<file path="src/rtl/regfile_sb.sv">
// Parametrised 2-read / 1-write register file with a per-register busy scoreboard.
// Reads and hazard flags are combinational; writes and scoreboard updates happen at posedge.
module regfile_sb #(
   parameter int XLEN     = 32,
   parameter int NREGS    = 32,
   parameter int BYPASS   = 1,
   parameter int ZERO_REG = 1,
   localparam int AW      = $clog2(NREGS)
) (
   input  logic            clk,
   input  logic            rst_n,
   input  logic            we,
   input  logic [AW-1:0]   rd,
   input  logic [XLEN-1:0] wdata,
   input  logic [AW-1:0]   rs1,
   input  logic [AW-1:0]   rs2,
   output logic [XLEN-1:0] rdata1,
   output logic [XLEN-1:0] rdata2,
   input  logic            issue_valid,
   input  logic [AW-1:0]   issue_rd,
   output logic            busy1,
   output logic            busy2,
   output logic            hazard
);

   logic [XLEN-1:0] regs_q [NREGS];
   logic [XLEN-1:0] regs_d [NREGS];
   logic [NREGS-1:0] busy_q;
   logic [NREGS-1:0] busy_d;

   logic wr_en_s;
   logic iss_en_s;
   logic byp1_s;
   logic byp2_s;
   logic fwd1_s;
   logic fwd2_s;

   function automatic logic is_zero(input logic [AW-1:0] idx);
      return (ZERO_REG != 0) && (idx == {AW{1'b0}});
   endfunction

   assign wr_en_s  = we && !is_zero(rd);
   assign iss_en_s = issue_valid && !is_zero(issue_rd);

   // fwd*: a writeback to the read index this cycle (used to hide the completing producer)
   assign fwd1_s = (BYPASS != 0) && we && (rd == rs1);
   assign fwd2_s = (BYPASS != 0) && we && (rd == rs2);
   assign byp1_s = fwd1_s && rst_n;
   assign byp2_s = fwd2_s && rst_n;

   // Next-state for register contents and busy bits; the set is applied last so it wins
   always_comb begin
      regs_d = regs_q;
      busy_d = busy_q;
      regs_d[rd] = wr_en_s ? wdata : regs_q[rd];
      busy_d[rd] = wr_en_s ? 1'b0 : busy_q[rd];
      busy_d[issue_rd] = iss_en_s ? 1'b1 : busy_d[issue_rd];
   end

   // State update with synchronous active-low reset
   always_ff @(posedge clk) begin
      if (!rst_n) begin
         for (int i = 0; i < NREGS; i++) begin
            regs_q[i] <= {XLEN{1'b0}};
         end
         busy_q <= {NREGS{1'b0}};
      end else begin
         regs_q <= regs_d;
         busy_q <= busy_d;
      end
   end

   // Read ports: zero register, then write-first forwarding, then stored value
   always_comb begin
      if (is_zero(rs1)) begin
         rdata1 = {XLEN{1'b0}};
      end else if (byp1_s) begin
         rdata1 = wdata;
      end else begin
         rdata1 = regs_q[rs1];
      end
      if (is_zero(rs2)) begin
         rdata2 = {XLEN{1'b0}};
      end else if (byp2_s) begin
         rdata2 = wdata;
      end else begin
         rdata2 = regs_q[rs2];
      end
   end

   assign busy1  = busy_q[rs1] && !is_zero(rs1) && !fwd1_s;
   assign busy2  = busy_q[rs2] && !is_zero(rs2) && !fwd2_s;
   assign hazard = busy1 | busy2;

endmodule

</file>
<file path="config.mk">
export PLATFORM = sky130hd
export DESIGN_NAME = regfile_sb
export DESIGN_NICKNAME = d
export VERILOG_FILES = /design/src/rtl/regfile_sb.sv
export SDC_FILE = /design/constraint.sdc
export NUM_CORES = 2
export LEC_CHECK = 0
export BUFFER_PORTS_ARGS = -buffer_cell sky130_fd_sc_hd__buf_2
export CORE_MARGIN = 1.5
export CORE_UTILIZATION = 50
export CTS_CLUSTER_DIAMETER = 60
export DETAILED_ROUTE_END_ITERATION = 8
export PLACE_DENSITY = 0.66
export SLEW_MARGIN = 15
export SYNTH_ARGS = -nofsm -noshare
export SYNTH_HDL_FRONTEND = slang
export SYNTH_SLANG_ARGS = --single-unit
</file>
<file path="constraint.sdc">
create_clock -name clk -period 3.5 [get_ports clk]
set_input_delay 0.35 -clock clk [delete_from_list [all_inputs] [get_ports clk]]
set_output_delay 0.35 -clock clk [all_outputs]
set_load 0.05 [all_outputs]
</file>
After elaboration in Yosys (flattened, before gate mapping)
Cells that the tools add are included.
- equality and inequality tests: 2
- bitwise gates (word level): 4
- magnitude comparators: 10
- reductions and logical operators: 23
- mux-type cells: 33
- operator list (operator ; number):
    $bwmux W1024 ; 1
    $bmux W32 S5 ; 3
    $mux W32 ; 12
    $demux W32 S5 ; 1
    $bwmux W32 ; 2
    $lt A5 B6 Y1 const B ; 4
    $bmux W1 S5 ; 4
    $logic_not A5 Y1 ; 4
    $ge A6 B6 Y1 const B ; 3
    $not A5 Y6 ; 3
    $logic_and A1 B1 Y1 ; 13
    $demux W1 S5 ; 2
    $eq A5 B5 Y1 ; 2
    $ge A5 B1 Y1 const B ; 2
    $mux W1 ; 8
    $logic_not A1 Y1 ; 6
    $lt A6 B1 Y1 const B ; 1
    $or A1 B1 Y1 ; 1
- register bits after elaboration: 1056

Longest topological paths before layout
- depth after elaboration: 9
- depth in mapped cells: 13
- gate-level depth less buffers: 8

Worst setup path after synthesis
Ideal clock, no wire load.
- kind: input to output
- start point: input rs1[0]
- end point: output rdata1[10]
- arrival: 3382 ps
- required time: 3150 ps
- cell stages on the path: 8
- buffers on the path: 4
- path slack: -232 ps
- path through: clkbuf_1 buf_2 buf_1 clkbuf_1 mux4_2 mux4_2 mux2i_1 a211oi_1
- longest elaborated chain between the ends: 6
- elaborated cells on any way between the ends: 10
- those cells by class: eq/ne: 1; mux: 5; bitwise: 1; reduce/logical: 3
- ends and longest elaborated chain (item ; line ; text):
    from (decl) ; 15 ; input logic [AW-1:0] rs1,
    $not A5 Y6 (implied by the code) ; 80 ; rdata1 = regs_q[rs1];
    $bmux W32 S5 ; 80 ;
    $mux W32 (implied by the code) (2 in a row) ; 80 ;
    $mux W32 ; 77 ; end else if (byp1_s) begin
    $mux W32 (*) ; 75 ; if (is_zero(rs1)) begin
    to (decl) ; 17 ; output logic [XLEN-1:0] rdata1,
Every way passes the cells marked *; elsewhere a longest branch is shown, timed or not. The select of a mux whose other input is x is not followed.

Final worst setup path
- start point: input rs1[0]
- end point: output rdata1[25]
Same word-level chain as after synthesis.

==> impl_results.md <==
* Top Ports at around 120
* First-pass DRT Iterations at 7
* Worst hold path type: in2reg
* Root buffer cell: clkbuf_16
* Distinct cells, synth at 60
* Number of global-route vias before repair at between 50000 and 60000
* Leak pwr at about 0.024 uW
* Critical Path End Type: output pin
* Final instance area at around 74000 um^2
* Share of flip-flops with an asynchronous set or reset at 0%
* Initial antenna violation count at 3
* Postcts setup bufs at 0
* Worst setup SP type: input pin
* Critical path data required time at about 3.2 ns
* Highest clock rate at between 0.2 and 0.3 GHz
* Max_cap viols at 0
* # DRC at 0
* Detailed Place HPWL at between 150000 and 200000 um
* Ranking of synthesized cells by area: dfxtp_1 (32%), mux4_2 (32%), nand2_1 (12%)
* Tot GR Track Use at around two fifths
* Status: complete, no violations
* Share of cells above drive strength 1 at around a quarter
* Final Hold Vio Count at 0
* DP Worst Slack at between 0.15 and 0.2 ns
* First-pass GRT wire length at around 380000 um
* Row count at 132
* RSZ-0062 raised after global routing: no
* I/O Buffers at 122
* Skew-Pair Late Insertion Delay at between 0.7 and 0.8 ns
* CTS Buf Count at 121
* Placer Congestion at 0.9126
* Worst VDD drop at between 400 and 500 uV
* Max Root-Sink Buffers at 3
* PnR worst setup slack at ~0.12 ns
* Hold bufs inserted after CTS at 0
* Main synth FF type: dfxtp_1
* Die W at between 300 and 400 um
* CORE AREA at 129600 um^2
* Initial Util at approximately half
* Via count at approximately 57000
* Post-synthesis net count at approximately 6600
* CTS tree: yes
* Final Max Slew Viols at 0
* 1st-iter DRT viols at around 8500
* Die area at about 130000 um^2
* Power per standard cell area at roughly 400 nW/um^2
* Post-CTS sizing at 0
* H-tree levels at 3
* Fin crit share at between 90% and 100%
* WL/cell at roughly 32 um
* Count leader, synth: nand2_1
* Setup-failing EPs final at 0
* Synthesis-to-layout area growth at 13.11%
* WL final at ~270000 um
* Worst Tran Pin Value at between 1 and 1.5 ns
* Ys Warns at 0
* Worst slew margin at 20.90%
* Critical-path maximum fanout at 28
* Largest net degree at the start of global routing at 272
* Count of nets after finishing at about 6500
* Post-synthesis register bit count at about 1100
* Post-synth top cells: nand2_1 (2120), dfxtp_1 (1056), mux4_2 (932)
* Share of the synthesized area in the top cell type at between 30 and 40%
* Final min period at between 3 and 4 ns
* Vias per Instance at between 6 and 7
* Post-DRT Antenna Nets at 0
* Synth area leader: dfxtp_1
* Sequential area share after synthesis at around a third
* Gate Count Post-Synth at about 6600
* Number of synthesized flops with an enable pin at 0
* Worst-path clk slew at roughly 0.06 ns
* Total grt overflow at 0
* Clock sinks at 1056
* Synthesized area at 65370 um^2
* Die H at ~360 um
* Crit path DAT at ~3.0 ns
* Clock skew at 0.02253 ns
* Dpl cell area at approximately 70000 um^2
* Worst Setup Path Type: in2out
* R2R setup slack at between 0.5 and 0.6 ns
* Post-synthesis average cell area at 9.963 um^2
placed cells by master, fill, tap and decap left out, types with 30 or more instances in the layout:
cell | synthesis | layout
clkbuf_16 | 0 | 124
a21oi_1 | 57 | 48
mux4_2 | 932 | 932
and2_1 | 36 | 36
nor2_1 | 162 | 130
buf_2 | 142 | 99
a21boi_0 | 879 | 879
a211oi_2 | 0 | 35
mux2i_1 | 122 | 122
nor2_4 | 0 | 30
buf_4 | 21 | 258
nand2_1 | 2120 | 2092
a21boi_1 | 114 | 114
dfxtp_1 | 1056 | 1056
a211oi_1 | 65 | 30
o21ai_0 | 61 | 61
buf_12 | 0 | 94
state kept, by name (all words and copies together), names as in the netlist:
| signal | count |
|---|---|
| busy_q | 32 |
| regs_q | 1024 |
per-stage QoR:
stage / utilization [%] / std cells / hold slack, ns / TNS, ns / total power [uW]
after floorplan: - / 6561 / 0.4514 / -6.706 / 14680
after global placement: 53.89 / 8061 / 0.4600 / 0 / 15970
after detailed placement: 53.89 / 8061 / 0.4709 / 0 / 16010
after CTS: 57.02 / 8277 / 0.02358 / 0 / 28960
after global routing: 57.02 / 8277 / 0.05006 / 0 / 29670
final: 57.03 / 8280 / 0.02457 / 0 / 29060
path summary, 6_finish.rpt:
| check | endpoint | from | cells after the start |
|---|---|---|---|
| setup reg to reg | busy_q[6]$_SDFF_PN0_ | busy_q[15]$_SDFF_PN0_ | 9 |
| hold / removal | regs_q[352]$_SDFFE_PN0N_ | rst_n | 2 |
| setup / recovery | rdata1[25] | rs1[0] | 8 |
| hold reg to reg | regs_q[410]$_SDFFE_PN0N_ | regs_q[410]$_SDFFE_PN0N_ | 2 |
worst max-delay path, cell delays in order:
cell,delay (ns)
buf_8,0.23
buf_12,0.30
buf_12,0.20
mux4_2,0.50
mux4_2,0.48
mux2i_1,0.47
a211oi_1,0.24
buf_12,0.20
power breakdown:
part	leakage, uW	internal (uW)	switching [uW]
Sequential	0.00852	12200	133
Clock	0.00197	7710	5490
Combinational	0.0136	1310	2250
area by class of cell:
type                       instances  area (um^2)
sequential                      1056        21140
timing repair buffer             461         4453
fill                           10840        55710
clock buffer                     170         3446
antenna                            3        7.507
clock inverter                    46        609.3
multi-input combinational       4787        42040
tap                             1742         2180
inverter                          15        58.81
layer usage:
layer	global-route usage (%)	up-vias	share of wire, %
met4	28.65	2	8.4
met2	57.53	4363	43
met5	0	-	0.0045
met1	49.69	28270	35
met3	12.28	1152	14
li1	-	23500	-
cells by family (layout without fill, tap and decap cells):
logic type / Yosys count / in the layout / share of synthesized area [%]
AOI/OAI and AO/OA: 1297 / 1297 / 14.50
muxes: 1061 / 1061 / 34.10
DFF: 1056 / 1056 / 32.34
xor gates and xnor gates: 10 / 10 / 0.1340
and+or+nand+nor: 2419 / 2419 / 14.40
other: 0 / 3 / 0
buffers and inverters: 718 / 692 / 4.527
No activity file was read; power rests on OpenSTA's default activity.
